### config.mk
export PLATFORM = sky130hd
export DESIGN_NAME = instr_fetch
export DESIGN_NICKNAME = d
export VERILOG_FILES = /design/src/rtl/instr_fetch.sv
export SDC_FILE = /design/constraint.sdc
export NUM_CORES = 1
export LEC_CHECK = 0
export ABC_AREA = 1
export ABC_CLOCK_PERIOD_IN_PS = 3800
export CORE_MARGIN = 1
export CORE_UTILIZATION = 40
export DETAILED_ROUTE_END_ITERATION = 10
export GPL_ROUTABILITY_DRIVEN = 0
export PLACE_DENSITY = 0.72
export SYNTH_ARGS = -nofsm -noshare
export SYNTH_HDL_FRONTEND = slang
export SYNTH_SLANG_ARGS = --single-unit
### constraint.sdc
create_clock -name clk -period 3.8 [get_ports clk]
set_input_delay 1.14 -clock clk [delete_from_list [all_inputs] [get_ports clk]]
set_output_delay 1.14 -clock clk [all_outputs]
set_load 0.01 [all_outputs]
### src/rtl/instr_fetch.sv
// -----------------------------------------------------------------------------
// instr_fetch
//
// Instruction fetch sequencer in front of instr_dec. Owns the program counter,
// reads the opcode word from ROM, works out how many extension words follow
// from the addressing-mode fields, fetches them, and presents one complete
// byte-swapped bundle to the decoder. The bundle is held until the decoder
// takes it.
//
// Handshake: instr_valid is high only in HOLD. A bundle is consumed on a rising
// edge where instr_valid=1 and stall=0. While stall=1 in HOLD, every output
// holds. pc_load has priority over everything else in every state. A pc_load on
// a consuming edge still consumes the held bundle, and the redirect also applies.
//
// Ports
//   clk          system clock, rising edge
//   rst          asynchronous active-high reset
//   pc_load      redirect request
//   pc_load_val  redirect target (bit 0 ignored)
//   stall        decoder not ready (sampled only in HOLD)
//   MDB_out      ROM data for MAB_out, same cycle, low byte first
//   MAB_out      ROM address (the PC register)
//   reg_PC_out   current fetch PC (the PC register)
//   instr_valid  bundle complete and held
//   instr        opcode word, byte-swapped
//   ext1, ext2   extension words, byte-swapped, 0 when unused
//   instr_len    bundle length in words (1..3)
//   instr_addr   address of the opcode word
//   dbg_state    FSM state: 0 FETCH_OP, 1 FETCH_EXT1, 2 FETCH_EXT2, 3 HOLD
// -----------------------------------------------------------------------------
module instr_fetch #(
   parameter logic [15:0] RESET_PC = 16'hC000
) (
   input  logic        clk,
   input  logic        rst,
   input  logic        pc_load,
   input  logic [15:0] pc_load_val,
   input  logic        stall,
   input  logic [15:0] MDB_out,
   output logic [15:0] MAB_out,
   output logic [15:0] reg_PC_out,
   output logic        instr_valid,
   output logic [15:0] instr,
   output logic [15:0] ext1,
   output logic [15:0] ext2,
   output logic [1:0]  instr_len,
   output logic [15:0] instr_addr,
   output logic [1:0]  dbg_state
);

   typedef enum logic [1:0] {
      FETCH_OP   = 2'd0,
      FETCH_EXT1 = 2'd1,
      FETCH_EXT2 = 2'd2,
      HOLD       = 2'd3
   } state_t;

   state_t      r_state;
   logic [15:0] r_pc;
   logic        r_valid;
   logic [15:0] r_instr;
   logic [15:0] r_ext1;
   logic [15:0] r_ext2;
   logic [1:0]  r_len;
   logic [15:0] r_addr;

   logic [15:0] w_word;
   logic [15:0] w_pc_next;
   logic        w_fmt1;
   logic        w_fmt2;
   logic [1:0]  w_as;
   logic [3:0]  w_src;
   logic        w_src_ext;
   logic        w_dst_ext;
   logic [1:0]  w_len;

   // ROM delivers the low byte first; the decoder wants the natural word.
   assign w_word    = {MDB_out[7:0], MDB_out[15:8]};
   assign w_pc_next = r_pc + 16'd2;

   // Jumps (001x) and unassigned encodings match neither format and fall out
   // as length 1 without a dedicated decode.
   assign w_fmt2 = (w_word[15:12] == 4'b0001);
   assign w_fmt1 = (w_word[15:12] >= 4'b0100);
   assign w_as   = w_word[5:4];
   assign w_src  = w_fmt2 ? w_word[3:0] : w_word[11:8];

   // Source word: indexed/symbolic/absolute (As=01, not CG2) or immediate
   // (@PC+). R3 with any As and R2 with As=1x are constant-generator forms.
   assign w_src_ext = (w_fmt1 | w_fmt2) &
                      (((w_as == 2'b01) && (w_src != 4'd3)) ||
                       ((w_as == 2'b11) && (w_src == 4'd0)));
   assign w_dst_ext = w_fmt1 & w_word[7];
   assign w_len     = 2'd1 + {1'b0, w_src_ext} + {1'b0, w_dst_ext};

   always_ff @(posedge clk or posedge rst) begin
      if (rst) begin
         r_state <= FETCH_OP;
         r_pc    <= RESET_PC;
         r_valid <= 1'b0;
         r_instr <= 16'h0000;
         r_ext1  <= 16'h0000;
         r_ext2  <= 16'h0000;
         r_len   <= 2'd1;
         r_addr  <= 16'h0000;
      end else if (pc_load) begin
         // Redirect discards any partial or held bundle.
         r_state <= FETCH_OP;
         r_pc    <= pc_load_val & 16'hFFFE;
         r_valid <= 1'b0;
      end else begin
         case (r_state)
            FETCH_OP: begin
               r_instr <= w_word;
               r_addr  <= r_pc;
               r_ext1  <= 16'h0000;
               r_ext2  <= 16'h0000;
               r_len   <= w_len;
               r_pc    <= w_pc_next;
               if (w_len == 2'd1) begin
                  r_state <= HOLD;
                  r_valid <= 1'b1;
               end else begin
                  r_state <= FETCH_EXT1;
               end
            end
            FETCH_EXT1: begin
               r_ext1 <= w_word;
               r_pc   <= w_pc_next;
               if (r_len == 2'd3) begin
                  r_state <= FETCH_EXT2;
               end else begin
                  r_state <= HOLD;
                  r_valid <= 1'b1;
               end
            end
            FETCH_EXT2: begin
               r_ext2  <= w_word;
               r_pc    <= w_pc_next;
               r_state <= HOLD;
               r_valid <= 1'b1;
            end
            HOLD: begin
               // PC already points past the bundle; it stays put here.
               if (!stall) begin
                  r_state <= FETCH_OP;
                  r_valid <= 1'b0;
               end
            end
            default: begin
               r_state <= FETCH_OP;
               r_valid <= 1'b0;
            end
         endcase
      end
   end

   assign MAB_out     = r_pc;
   assign reg_PC_out  = r_pc;
   assign instr_valid = r_valid;
   assign instr       = r_instr;
   assign ext1        = r_ext1;
   assign ext2        = r_ext2;
   assign instr_len   = r_len;
   assign instr_addr  = r_addr;
   assign dbg_state   = r_state;

endmodule

==> results of run 1 <==
-- power by group --
| group | internal (µW) | leakage (µW) | total [µW] | switching (µW) |
|---|---|---|---|---|
| Combinational | 920 | 0.00142 | 1770 | 845 |
| Clock | 324 | 0.0000922 | 647 | 323 |
| Sequential | 1240 | 0.00105 | 1520 | 280 |
-- cell families after synthesis --
family	Yosys count	share of synthesized area [%]
buffers and inverters	92	11.2
AND/OR/NAND/NOR	196	21.4
AO/OA/AOI/OAI	93	12.2
adder cells (fa/ha/maj)	7	2.19
flip-flops	83	52.1
other	1	0.0938
XOR/XNOR	4	0.876
-- registers in the layout, indices dropped and copies added (netlist names) --
name,cells
instr,16
dbg_state,2
ext1,16
instr_addr,15
ext2,16
instr_len,2
MAB_out,15
instr_valid,1
-- per-layer routing --
layer / part of all wire, % / GRT usage, % / wire (µm) / vias to the layer above
met5: 0 / 0 / 0 / -
met4: 2.5 / 8.90 / 259 / 0
met3: 4.5 / 2.80 / 464 / 19
met2: 46 / 34.2 / 4780 / 111
met1: 47 / 28.9 / 4830 / 1667
li1: - / - / - / 1730
-- synthesized netlist by cell type (all sizes together), types with 3 or more instances --
| master | instances |
|---|---|
| ha | 7 |
| o21ai | 81 |
| dfstp | 3 |
| dfrtp | 80 |
| o211ai | 3 |
| nand4 | 6 |
| xor2 | 4 |
| nor2 | 18 |
| inv | 52 |
| clkbuf | 6 |
| nand2 | 121 |
| a21oi | 6 |
| nand3 | 50 |
| buf | 34 |
-- worst min-delay path by stage --
stage | from | slack (ns) | to
2_1_floorplan | instr_len[0] | 0.50 | instr_len[0]
3_3_place_gp | instr_addr[9] | 0.47 | instr_addr[9]
3_5_place_dp | instr_addr[3] | 0.47 | instr_addr[3]
4_1_cts | instr_addr[3] | 0.49 | instr_addr[3]
5_1_grt | instr[10] | 0.51 | instr[10]
6_report | instr_addr[3] | 0.49 | instr_addr[3]
-- final cells by class --
cell class                 count  area share, %
clock buffer                  11           2.57
clock inverter                 5           1.11
inverter                      52           3.61
multi-input combinational    303           26.8
sequential                    83           37.8
tap                          133           3.02
timing repair buffer         137           25.1
-- metrics by stage --
step / total power (µW) / hold slack (ns) / util (%) / std cells / setup slack [ns]
after CTS: 3970 / 0.489 / 56.6 / 724 / 0.784
after detailed placement: 3300 / 0.466 / 54.5 / 708 / 0.771
after floorplan: 2330 / 0.499 / - / 478 / 0.528
after global routing: 4210 / 0.513 / 56.6 / 724 / 0.722
final: 3940 / 0.489 / 56.6 / 724 / 0.787
after global placement: 3260 / 0.468 / 54.5 / 708 / 0.828
-- layout by cell type (no fill, tap or decap), types with 3 or more instances in the layout --
master	count
a21oi_1	6
buf_4	3
clkbuf_8	10
clkdlybuf4s50_1	132
clkinvlp_4	3
conb_1	3
dfrtp_1	80
dfstp_2	3
ha_1	7
inv_1	49
nand2_1	118
nand2_2	3
nand3_1	50
nand4_1	6
nor2_1	11
nor2_2	4
nor2_4	3
o211ai_1	3
o21ai_0	79
xor2_1	4
==> results.md, run 1 <==
* Clock Tree Buf Depth at 2
* Die area at 0.0104 mm²
* Instance count on the critical path at 1
* Count of cell types in the netlist at 26
* Largest net degree at the start of global routing at 51
* Post-CTS Setup Inserts at 0
* Hold depth at 2
* Clock skew at 0.0151 ns
* Clock slew at reported path FFs at 0.08 ns
* Post-CTS Hold Buffers at 0
* WS Path Type: reg2out
* CP Launch Type: flip-flop
* I/O Pins at 137
* Req. time, crit path at 2.66 ns
* Crit end category: output port
* Post_cts resized at 0
* Worst R2R Path Depth at 8
* Drt wl/cell at 14.3 µm
* Routed Wire Length at 10300 µm
* Layout cell share with drive strength beyond 1 at 6.60%
* Post-DP Area at 0.00531 mm²
* # rows at 36
* Nets at 629
* Synth area leader: dfrtp_1
* TNS Setup at 0 ns
* Sequential cell area at 0.00208 mm²
* Htree depth at 3
* Crit path from: dbg_state[0]
* Tcrit/Tclk final at 79.3%
* CP max FO at 23
* Vias/cell at 4.87
* YS warnings at 0
* Clock root buffer master: clkbuf_8
* Syn Std Cell Area at 0.00400 mm²
* Initial core utilization at 41.1%
* Vias in the first global route at 3496
* Antenna Cells at 0
* Outcome: complete, no violations
* Routed via count at 3527
* Router iterations before antenna repair at 4
* Initial antenna violation count at 0
* Worst slew pin tran at 0.762 ns
* Crit path buffers/inverters at 1
* Setup-failing EPs final at 0
* Max frequency at 332 MHz
* Crit path max-delay cell type: dfrtp_1
* Leakage power at 0.00257 µW
* FF-to-FF Start: dbg_state[0]
* Worst R2R Setup Slack at 1.31 ns
* Slew Limit Fails at 0
* Gr usage total at 21.2%
* CP arrival at 1.87 ns
* Synth Instances at 476
* CP peak stage delay at 0.84 ns
* Number of CTS-inserted buffers at 9
* # clock sinks at 83
* Hpwl dp at 7450 µm
* Synthesized flop and latch total at 83
* Routed Antenna Nets at 0
* Crit-path cells: clkdlybuf4s50_1
* Crit path to: dbg_state[0]
* Pwr Density at 715 mW/mm²
* Initial drt markers at 151
* Async S/R FF share, synth at 100%
* CTS tree: done
* Min-delay worst type: reg2reg
* First-pass GRT wire length at 17000 µm
* Core Region at 0.00973 mm²
* Port bufs at 132
* Post-route design area at 0.00551 mm²
* DRC viols at 0
* Area growth, synth to finish at 37.8%
* Crit-path leading delay family: flip-flops
* Maxcap violations at 0
* Area occupied by multi-input gates at 0.00148 mm²
* Peak supply drop at 0.286 mV
* Period minus WS final at 3.01 ns
* Seq/Total Area, Yosys at 52.1%
* Area fraction of the dominant cell type after synthesis at 50.1%
* Syn avg cell area at 8.40 µm²
* GRT overflow at 0
* Horiz. Die Dim at 102 µm
* Synth area leaders: dfrtp_1, nand2_1, o21ai_0
* Slew headroom at 49.2%
* Vert. Die Dim at 102 µm
* Fillers at 911
* Hold Violations, Final at 0
* Number of synthesized flops with an enable pin at 0
* Top_reg_cell synth: dfrtp_1
* RSZ-0062 raised after global routing: false
* R2R Path End: instr_len[0]
* Worst-skew pair later-pin latency at 0.35 ns
No activity file was read; power rests on OpenSTA's default activity.
==> run 2: changes to the inputs <==
--- a/config.mk
+++ b/config.mk
@@ -6,7 +6,7 @@
 export NUM_CORES = 1
 export LEC_CHECK = 0
 export ABC_AREA = 1
-export ABC_CLOCK_PERIOD_IN_PS = 3800
+export ABC_CLOCK_PERIOD_IN_PS = 2800
 export CORE_MARGIN = 1
 export CORE_UTILIZATION = 40
 export DETAILED_ROUTE_END_ITERATION = 10
==> constraint.sdc (replaced) <==
create_clock -name clk -period 2.8 [get_ports clk]
set_input_delay 0.84 -clock clk [delete_from_list [all_inputs] [get_ports clk]]
set_output_delay 0.84 -clock clk [all_outputs]
set_load 0.01 [all_outputs]
==> run 2 against run 1 <==
Combinational power up 38%. Die area unchanged. Highest routed layer unchanged. Critical path type unchanged. Routed wire length up 1.0%. Largest power group unchanged.
==> results.md, run 2 (same netlist as run 1, synthesis figures left out) <==
* Outcome: complete, no violations
* TNS Setup at 0 ns
* Vert. Die Dim at 102 µm
* Routed Antenna Nets at 0
* # clock sinks at 83
* Maxcap violations at 0
* Peak supply drop at 0.509 mV
* Crit-path leading delay family: buffers and inverters
* Crit path max-delay cell type: clkdlybuf4s50_1
* Clock root buffer master: clkbuf_8
* Slew Limit Fails at 0
* Layout cell share with drive strength beyond 1 at 7.23%
* Crit path buffers/inverters at 1
* Period minus WS final at 2.33 ns
* Clock Tree Buf Depth at 2
* Routed via count at 3555
* CP peak stage delay at 0.60 ns
* Fillers at 919
* Tcrit/Tclk final at 83.2%
* Pwr Density at 949 mW/mm²
* Crit path from: MAB_out[3]
* Hold slack at 0.490 ns
* Leakage power at 0.00257 µW
* CP arrival at 1.49 ns
* Smallest setup slack after layout at 0.471 ns
* Setup-failing EPs final at 0
* Initial drt markers at 151
* Vias in the first global route at 3265
* Die area at 0.0104 mm²
* Area growth, synth to finish at 38.1%
* Most frequent cells in the layout: clkdlybuf4s50_1, nand2_1, dfrtp_1, o21ai_0, nand3_1
* # rows at 36
* GRT overflow at 0
* Drt wl/cell at 14.3 µm
* Clock slew at reported path FFs at 0.09 ns
* Initial core utilization at 41.1%
* Number of CTS-inserted buffers at 9
* Worst slack, placed at 0.206 ns
* Post-DP Area at 0.00535 mm²
* Crit-path cells: clkdlybuf4s50_1
* Port bufs at 132
* Largest net degree at the start of global routing at 50
* Initial antenna violation count at 0
* Gr usage total at 21.0%
* CP max FO at 8
* FF-to-FF Start: dbg_state[0]
* Crit end category: output port
* Antenna Cells at 0
* Post_cts resized at 0
* Req. time, crit path at 1.96 ns
* Min-delay worst type: reg2reg
* Worst slew pin tran at 0.579 ns
* Horiz. Die Dim at 102 µm
* First-pass GRT wire length at 16700 µm
* Worst-skew pair later-pin latency at 0.35 ns
* Hpwl dp at 7690 µm
* Vias/cell at 4.88
* Final non-filler cell total at 728
* Core Region at 0.00973 mm²
* RSZ-0062 raised after global routing: false
* Htree depth at 3
* Max frequency at 429 MHz
* DRC viols at 0
* CP Launch Type: flip-flop
* Placed cells at 712
* WS Path Type: reg2out
* Clock skew at 0.00783 ns
* Post-route design area at 0.00552 mm²
* Routed Wire Length at 10400 µm
* Leading cell type in the layout, fill and taps excluded: clkdlybuf4s50_1
* Worst hold start: instr[10]
* Nets at 633
* I/O Pins at 137
* Slew headroom at 61.4%
* Hold Violations, Final at 0
* Post-CTS Hold Buffers at 0
* Post-CTS Setup Inserts at 0
* Router iterations before antenna repair at 5
* CTS tree: done
-- run 2: worst paths after layout --
kind,to,slack (ns),cells after the start
setup / recovery,reg_PC_out[3],0.47,1
hold / removal,instr[10],0.49,2
setup reg to reg,instr_addr[14],1.04,9
max in group asynchronous,MAB_out[14],1.34,3
min in group asynchronous,MAB_out[11],0.85,2
hold reg to reg,instr[10],0.49,2
-- run 2: metal layers --
layer  GRT usage, %  wire length [µm]
met3           3.83               492
met1           30.0              4970
met4           7.80               157
met2           31.8              4810
met5              0                 0
-- run 2: cell type report --
cell class | instances | area (µm²) | area share (%)
clock inverters | 6 | 41.3 | 0.748
well taps | 133 | 166 | 3.01
flip-flops and latches | 83 | 2080 | 37.7
repair buffers | 141 | 1430 | 25.8
clock buffers | 10 | 128 | 2.31
multi-input cells | 303 | 1480 | 26.7
inverters | 52 | 201 | 3.65
-- run 2: where the power goes --
group | leakage (µW) | switching [µW] | internal [µW]
clock network | 0.0000787 | 443 | 322
registers | 0.00105 | 343 | 1690
logic | 0.00144 | 1170 | 1270
-- run 2: metrics by stage --
step                utilization (%)  total power, µW
global placement               55.0             4440
global route                   56.7             5610
floorplan                         -             3160
detailed placement             55.0             4500
CTS                            56.7             5280
finish                         56.7             5240
